**src/rtl/vx_commit_packet_merger_pkg.sv**
```systemverilog
// Shared types and helpers for the commit-side packet merger.
//   merge_state_e    : merger FSM states (IDLE / ACCUM / FULL)
//   calc_num_packets : packets per instruction for a given warp/lane split
//   calc_pid_width   : packet-id width, never narrower than 1 bit
//   commit_hdr_t     : commit header {uuid, wid, pc, wb, rd} at the default
//                      machine widths, shared with the dispatch commit interface
package vx_commit_packet_merger_pkg;

  typedef enum logic [1:0] {
    ST_IDLE  = 2'd0,
    ST_ACCUM = 2'd1,
    ST_FULL  = 2'd2
  } merge_state_e;

  function automatic int calc_num_packets(input int num_threads, input int num_lanes);
    return num_threads / num_lanes;
  endfunction

  // A single-packet split still carries a 1-bit pid that is always zero.
  function automatic int calc_pid_width(input int num_packets);
    return (num_packets > 1) ? $clog2(num_packets) : 1;
  endfunction

  localparam int HDR_UUID_WIDTH = 1;
  localparam int HDR_NW_WIDTH   = 2;
  localparam int HDR_XLEN       = 32;
  localparam int HDR_NR_BITS    = 5;

  typedef struct packed {
    logic [HDR_UUID_WIDTH-1:0] uuid;
    logic [HDR_NW_WIDTH-1:0]   wid;
    logic [HDR_XLEN-1:0]       pc;
    logic                      wb;
    logic [HDR_NR_BITS-1:0]    rd;
  } commit_hdr_t;

endpackage

```
**src/rtl/vx_lane_scatter.sv**
```systemverilog
// Combinational decode that places one NUM_LANES-wide packet at its pid
// offset inside a NUM_THREADS-wide vector.
//   pid        : packet index; slot base = pid * NUM_LANES
//   lane_tmask : packet lane mask
//   lane_data  : packet lane data, lane j at [j*XLEN +: XLEN]
//   wr_en      : per-slot write enable (slot belongs to this pid)
//   wr_tmask   : per-slot mask value to write
//   wr_data    : per-slot data value to write
module vx_lane_scatter
  import vx_commit_packet_merger_pkg::*;
#(
  parameter  int NUM_THREADS = 4,
  parameter  int NUM_LANES   = 2,
  parameter  int XLEN        = 32,
  localparam int PID_WIDTH   = calc_pid_width(calc_num_packets(NUM_THREADS, NUM_LANES))
) (
  input  logic [PID_WIDTH-1:0]        pid,
  input  logic [NUM_LANES-1:0]        lane_tmask,
  input  logic [NUM_LANES*XLEN-1:0]   lane_data,
  output logic [NUM_THREADS-1:0]      wr_en,
  output logic [NUM_THREADS-1:0]      wr_tmask,
  output logic [NUM_THREADS*XLEN-1:0] wr_data
);

  // Slot t belongs to packet t/NUM_LANES and takes lane t%NUM_LANES, so
  // each slot only ever muxes from one fixed lane.
  for (genvar t = 0; t < NUM_THREADS; t++) begin : g_slot
    localparam logic [PID_WIDTH-1:0] SLOT_PID = PID_WIDTH'(t / NUM_LANES);
    localparam int                   LANE     = t % NUM_LANES;

    assign wr_en[t]                  = (pid == SLOT_PID);
    assign wr_tmask[t]               = lane_tmask[LANE];
    assign wr_data[t*XLEN +: XLEN]   = lane_data[LANE*XLEN +: XLEN];
  end

endmodule

```
**src/rtl/vx_commit_packet_merger.sv**
```systemverilog
// Reassembles the dispatch stage's lane-split packets (pid/sop/eop tagged)
// into one full-width commit transaction.
//   clk, reset          : clock, synchronous active-high reset
//   in_*                : split packet stream (valid/ready), header + lanes
//   out_*               : merged commit stream (valid/ready), header + lanes
//   proto_err           : sticky flag for orphan, restarted or foreign packets
module vx_commit_packet_merger
  import vx_commit_packet_merger_pkg::*;
#(
  parameter  int NUM_THREADS = 4,
  parameter  int NUM_LANES   = 2,
  parameter  int XLEN        = 32,
  parameter  int NW_WIDTH    = 2,
  parameter  int UUID_WIDTH  = 1,
  parameter  int NR_BITS     = 5,
  localparam int PID_WIDTH   = calc_pid_width(calc_num_packets(NUM_THREADS, NUM_LANES))
) (
  input  logic                        clk,
  input  logic                        reset,
  input  logic                        in_valid,
  output logic                        in_ready,
  input  logic [UUID_WIDTH-1:0]       in_uuid,
  input  logic [NW_WIDTH-1:0]         in_wid,
  input  logic [NUM_LANES-1:0]        in_tmask,
  input  logic [XLEN-1:0]             in_pc,
  input  logic                        in_wb,
  input  logic [NR_BITS-1:0]          in_rd,
  input  logic [NUM_LANES*XLEN-1:0]   in_data,
  input  logic [PID_WIDTH-1:0]        in_pid,
  input  logic                        in_sop,
  input  logic                        in_eop,
  output logic                        out_valid,
  input  logic                        out_ready,
  output logic [UUID_WIDTH-1:0]       out_uuid,
  output logic [NW_WIDTH-1:0]         out_wid,
  output logic [NUM_THREADS-1:0]      out_tmask,
  output logic [XLEN-1:0]             out_pc,
  output logic                        out_wb,
  output logic [NR_BITS-1:0]          out_rd,
  output logic [NUM_THREADS*XLEN-1:0] out_data,
  output logic                        proto_err
);

  if (NUM_THREADS % NUM_LANES != 0) begin : g_bad_split
    $error("vx_commit_packet_merger: NUM_THREADS must be a multiple of NUM_LANES");
  end

  merge_state_e state;

  logic [NUM_THREADS-1:0]      wr_en;
  logic [NUM_THREADS-1:0]      wr_tmask;
  logic [NUM_THREADS*XLEN-1:0] wr_data;

  vx_lane_scatter #(
    .NUM_THREADS (NUM_THREADS),
    .NUM_LANES   (NUM_LANES),
    .XLEN        (XLEN)
  ) u_scatter (
    .pid        (in_pid),
    .lane_tmask (in_tmask),
    .lane_data  (in_data),
    .wr_en      (wr_en),
    .wr_tmask   (wr_tmask),
    .wr_data    (wr_data)
  );

  logic in_fire, out_fire, in_accum, hdr_match;
  logic start_pkt, merge_pkt, proto_viol;

  // While FULL an input can only be taken if the held result leaves the
  // same cycle, which makes a sop accepted in FULL a bubble-free hand-off.
  assign in_ready  = (state != ST_FULL) || out_ready;
  assign in_fire   = in_valid && in_ready;
  assign out_fire  = out_valid && out_ready;
  assign in_accum  = (state == ST_ACCUM);
  assign hdr_match = (in_wid == out_wid) && (in_uuid == out_uuid);

  // A sop always starts a fresh instruction, even on top of an unfinished
  // one; a non-sop only merges into a matching instruction in flight.
  assign start_pkt  = in_fire && in_sop;
  assign merge_pkt  = in_fire && !in_sop && in_accum && hdr_match;
  assign proto_viol = in_fire && (in_sop ? in_accum : !(in_accum && hdr_match));

  // NOTE: sequential state uses non-blocking assignments only, so every read
  // in this block sees the pre-edge value regardless of statement order.
  always_ff @(posedge clk) begin
    if (reset) begin
      state     <= ST_IDLE;
      out_valid <= 1'b0;
      proto_err <= 1'b0;
      out_uuid  <= '0;
      out_wid   <= '0;
      out_pc    <= '0;
      out_wb    <= 1'b0;
      out_rd    <= '0;
      // NOTE: the lane accumulator is reset as well, so slots of packets
      // that were never received read as zero rather than stale lanes.
      out_tmask <= '0;
      out_data  <= '0;
    end else begin
      if (proto_viol) begin
        proto_err <= 1'b1;
      end

      if (start_pkt) begin
        out_uuid <= in_uuid;
        out_wid  <= in_wid;
        out_pc   <= in_pc;
        out_wb   <= in_wb;
        out_rd   <= in_rd;
        // Clear-then-write in one step: slots outside this pid go to zero.
        for (int t = 0; t < NUM_THREADS; t++) begin
          out_tmask[t]               <= wr_en[t] & wr_tmask[t];
          out_data[t*XLEN +: XLEN]   <= wr_en[t] ? wr_data[t*XLEN +: XLEN] : '0;
        end
        state     <= in_eop ? ST_FULL : ST_ACCUM;
        out_valid <= in_eop;
      end else if (merge_pkt) begin
        for (int t = 0; t < NUM_THREADS; t++) begin
          if (wr_en[t]) begin
            out_tmask[t]             <= wr_tmask[t];
            out_data[t*XLEN +: XLEN] <= wr_data[t*XLEN +: XLEN];
          end
        end
        if (in_eop) begin
          state     <= ST_FULL;
          out_valid <= 1'b1;
        end
      end else if (out_fire) begin
        state     <= ST_IDLE;
        out_valid <= 1'b0;
      end
    end
  end

endmodule

```
**config.mk**
```make
export PLATFORM = sky130hd
export DESIGN_NAME = vx_commit_packet_merger
export DESIGN_NICKNAME = d
export VERILOG_FILES = /design/src/rtl/vx_commit_packet_merger_pkg.sv /design/src/rtl/vx_lane_scatter.sv /design/src/rtl/vx_commit_packet_merger.sv
export SDC_FILE = /design/constraint.sdc
export NUM_CORES = 1
export LEC_CHECK = 0
export CAP_MARGIN = 20
export CORE_ASPECT_RATIO = 1.2
export CORE_UTILIZATION = 37
export DETAILED_ROUTE_END_ITERATION = 10
export GPL_ROUTABILITY_DRIVEN = 1
export GPL_TIMING_DRIVEN = 0
export PLACE_DENSITY_LB_ADDON = 0.25
export SYNTH_ARGS = -nofsm -noshare
export SYNTH_HDL_FRONTEND = slang
export SYNTH_SLANG_ARGS = --single-unit
```
**constraint.sdc**
```tcl
create_clock -name clk -period 1.7 [get_ports clk]
set_input_delay 0.34 -clock clk [delete_from_list [all_inputs] [get_ports clk]]
set_output_delay 0.34 -clock clk [all_outputs]
set_load 0.05 [all_outputs]
```
# == Yosys cells after proc, flatten, opt, wreduce, memory -nomap -nowiden ==
# Index checks and enable logic that the tools add are counted.
# op_classes
n_addsub,0
mul,0
div,0
n_lt_le_gt_ge,0
eq_ne,6
shift,0
muxes,26
bitwise,5
reduce_logical,18
# ops
cell,count
128-bit two-way mux,2
32-bit two-way mux,8
2-bit two-way mux,5
1-bit logical AND,9
1-bit two-way mux,9
4-bit two-way mux,2
2-bit AND reduction,3
1-bit bitwise AND,4
2-bit nonzero test,2
3-bit != test (second input constant),1
3-bit nonzero test,1
2-bit by 1-bit == test with 1-bit output (second input constant),1
2-bit == test,1
1-bit logical NOT,2
2-bit by 1-bit != test with 1-bit output (second input constant),1
2-bit != test (second input constant),1
1-bit == test,1
1-bit logical OR,1
1-bit NOT,1
# word_totals
ff_bits,177
latch_bits,0
mem_bits_rw,0
romBits,0
input_bits,114
output_inout_bits,176
elab_cells,67
n_memories,0

# == Longest topological paths before layout ==
# depth
depth_word,8
depth_mapped,7
ltp_nobuf,4

# == By module ==
# Synthesis repeated with hierarchy kept, for this count alone.
# hier_totals
cells_unflattened,638
area_unflattened_um2,6737.7
# modules_own_cells
module,n_inst,cells_each,area_per_inst_um2,seq_area_each_um2
vx_commit_packet_merger,1,502,5720.5,3523.4
vx_lane_scatter,1,136,1017.2,0.0

# == Worst setup path before layout ==
# OpenSTA, ideal clock, no wires.
# synth_timing
path_kind,reg-to-reg
startpoint,register out_valid (netlist name)
endpoint,register out_data[23]
setup_time_ps,117
arrival_ps,2160
required_time_ps,1583
slack_ps,-578
path_stages_with_launch,8
n_path_buf,3
period_less_slack_ps,2278
cell_sequence,dfxtp_1 or3b_4 and2_4 buf_6 nor3b_2 buf_6 buf_6 a32o_1
# synth_lines
element,line_no,text
"end signal, assigned by index",vx_commit_packet_merger.sv:114,out_data[t*XLEN +: XLEN] <= wr_en[t] ? wr_data[t*XLEN +: XLEN] : '0;
"end signal, assigned by index",vx_commit_packet_merger.sv:122,out_data[t*XLEN +: XLEN] <= wr_data[t*XLEN +: XLEN];
"end, declared",vx_commit_packet_merger.sv:40,"output logic [NUM_THREADS*XLEN-1:0] out_data,"

# == Worst setup path in the final report ==
# layout_timing
startpoint,register out_uuid
endpoint,register out_data[43]
# layout_between
elab_chain_len,5
# layout_rtl
element,line_no,text
"start, declared",vx_commit_packet_merger.sv:34,"output logic [UUID_WIDTH-1:0] out_uuid,"
"start signal, assigned",vx_commit_packet_merger.sv:106,out_uuid <= in_uuid;
1-bit == test,vx_commit_packet_merger.sv:76,assign hdr_match = (in_wid == out_wid) && (in_uuid == out_uuid);
1-bit logical AND,vx_commit_packet_merger.sv:76,
1-bit logical AND,vx_commit_packet_merger.sv:81,assign merge_pkt = in_fire && !in_sop && in_accum && hdr_match;
2-bit nonzero test (no line),n/a,
2-bit AND reduction (no line),n/a,
# Every way passes these cells.
# A chain may end at the register's enable or synchronous reset.

==> results.toml <==
[timing]
tns_ps = -17100
hold_viol_final = 0
finalCritPeriodShare_pct = 112
slew_headroom_pct = 58.8
hold_slack_ps = 267
worst-slew-pin-transition_ps = 619
slew_violations = 0
rsz0062_at_grt = "yes"
max_freq_mhz = 525
layout_setup_ws_ps = -206
min_period_ps = 1910
setup_viol = 130
finalClockSkew_ps = 8.99

[global_routing]
grt_max_degree = 17
grt_pass1_wl_um = 30200
overflow = 0
grt_use_total_pct = 22.8
antenna_found_initial = 1
grt_pass1_vias = 5864

[clock_tree]
clk_pin_slew_ps = 70
cts_num_sinks = 176
cts_made_buffers = 17
clk_path_buf_depth = 2
cts_tree = "done"
h-tree-depth = 4
postCtsHoldBufs = 0
clock-root-buffer = "clkbuf_16"
clk_latency_ps = 420

[route]
dr.pass1.iters = 6
num_vias = 5825
route.detailed.drc = 0
ant_nets = 0
first_iter_violations = 205
wl_per_cell_um = 17.2
viasPerCell = 5.11
drt_wl_total_um = 19600

[place]
numPortBuffers = 288
place.gp.congestion = 0.797
place_hpwl_um = 14100

[floorplanning]
num_rows = 50
die_area_mm2 = 0.0169
die_y_um = 142
pin_count = 290
coreArea_mm2 = 0.0158
start_util_pct = 38.3
die_w_um = 119

[critical_path]
reg2reg_depth = 6
cp_max_fo = 10
cp.arrival_ps = 2270
end_kind = "register"
crit_type = "reg -> reg"
cp.required_ps = 2070
cp-start-kind = "register"

[synth]
syn_inst = 584
synth_cell_types = 27
syn-num-nets = 698
ys_seq_area_share_pct = 58.2
yosys_warnings = 0
syn_area_mm2 = 0.00605
post_synth.cell_area_avg_um2 = 10.4
synth_seq_cells = 176

[worst_hold_path]
whs_path_depth = 3
hp-class = "in -> reg"

[power]
p_comb_share_pct = 20.3
power_mw = 10.1
power_density_mw_per_mm2 = 969
leakage_nw = 4.52
seqPwrFrac_pct = 43.6
ir_worst_vdd_mv = 0.546
switching_power_mw = 3.08
clock_power_share_pct = 36.1
p_int_mw = 7.04
switching_share_pct = 30.4

[layout]
post-route-util_pct = 66.0
layout-drive-gt1-share_pct = 18.5
synthToLayoutAreaGrowth_pct = 72.5
layout.nets = 1033

[outcome]
outcome = "complete, but fails checks"
violations = "setup timing"

[job]
drv_cap = 0
[layer usage]
layer	global-route usage [%]	share of wire, %	up-vias
met2	41.9	52	197
met4	6.26	1.3	0
met5	0	0	-
li1	-	-	2816
met3	7.53	6.8	21
met1	25.0	40	2791
[Yosys cell counts, drive strengths merged]
cell type | n | area share (%)
a32o | 67 | 11
nor3b | 1 | 0.21
o41ai | 1 | 0.14
a21oi | 42 | 3.5
nand2 | 150 | 9.3
or3 | 1 | 0.10
clkbuf | 30 | 1.9
a21boi | 1 | 0.12
and3 | 1 | 0.10
nor4 | 1 | 0.21
nand3 | 4 | 0.33
xor2 | 3 | 0.43
nand2b | 1 | 0.10
o41a | 1 | 0.19
o2bb2ai | 66 | 9.5
o221ai | 2 | 0.50
or3b | 1 | 0.19
inv | 2 | 0.12
o22ai | 1 | 0.10
buf | 28 | 3.2
nand3b | 1 | 0.12
a31oi | 1 | 0.10
o21ai | 1 | 0.083
dfxtp | 176 | 58
and2 | 1 | 0.14
[final cells by class]
type                       instances  area (um^2)
antenna                            1         2.50
buffer                            54          495
clock buffer                      20          447
clock inverter                    12          103
fill                            1333         5390
inverter                           2         7.51
multi-input combinational        348         2590
sequential                       176         3530
tap                              208          260
timing repair buffer             320         3000
[metrics by stage]
step	setup slack [ps]	area [um^2]	instances
after global routing	-250	10400	1141
after CTS	-214	10200	1137
after floorplan	-254	6130	584
final	-206	10400	1141
after detailed placement	-720	9280	1080
after global placement	-704	9280	1080
[state kept, by name, indices dropped and copies added, names as in the netlist]
register	flops
out_valid	1
out_uuid	1
out_pc	32
out_rd	5
out_wid	2
out_tmask	4
state	1
proto_err	1
out_data	128
out_wb	1
[placed cells by master (no fill, tap or decap), types with 2 or more instances in the layout]
cell	count
dlygate4sd2_1	134
nand3_1	3
o2bb2ai_2	31
buf_2	6
dfxtp_2	3
nand2_1	150
clkdlybuf4s50_1	109
inv_1	2
o2bb2ai_4	4
xor2_4	2
buf_6	16
buf_8	9
o2bb2ai_1	31
a32o_1	67
buf_12	3
clkbuf_1	15
buf_16	3
inv_8	2
clkbuf_8	5
dfxtp_4	2
clkdlybuf4s15_1	27
clkbuf_2	21
dfxtp_1	171
o221ai_4	2
clkbuf_16	19
a21oi_1	42
clkinvlp_4	4
buf_4	25
clkinv_4	4
[power groups by stage]
stage,clock (mW),sequential [mW],combinational [mW]
6_report,3.65,4.42,2.05
5_1_grt,3.90,4.44,2.15
4_1_cts,3.71,4.41,1.99
3_5_place_dp,0,4.51,1.94
3_3_place_gp,0,4.50,1.93
2_1_floorplan,0,5.15,0.474
[cell families (layout without fill, tap and decap cells)]
group / Yosys count / count (layout) / share of synthesized area (%)
AOI/OAI and AO/OA: 183 / 183 / 25.3
other: 0 / 1 / 0
and+or+nand+nor: 162 / 162 / 10.8
DFF: 176 / 176 / 58.2
xor gates and xnor gates: 3 / 3 / 0.434
buffers and inverters: 60 / 408 / 5.23
[critical path, cell delays in order, from the launching register on]
cell and delay [ps]:
dfxtp_4 360, xor2_4 190, o41a_1 470, nor3b_4 300
buf_6 210, buf_8 140, a32o_1 160
[worst paths after layout]
kind                                  from            to  slack, ps
worst min register to register  out_pc[10]    out_pc[10]        450
worst min-delay path             in_wid[1]    out_wid[1]        270
worst max-delay path              out_uuid  out_data[43]       -210
worst max register to register    out_uuid  out_data[43]       -210
[repair_timing]
action / in CTS / in global routing
gates resized for setup: 253 / 129
pin swaps: 5 / 9
setup buffers: 19 / 3
endpoints found under the setup margin: 311 / 208
gates cloned: 8 / 2
(Power assumes the default switching activity.)
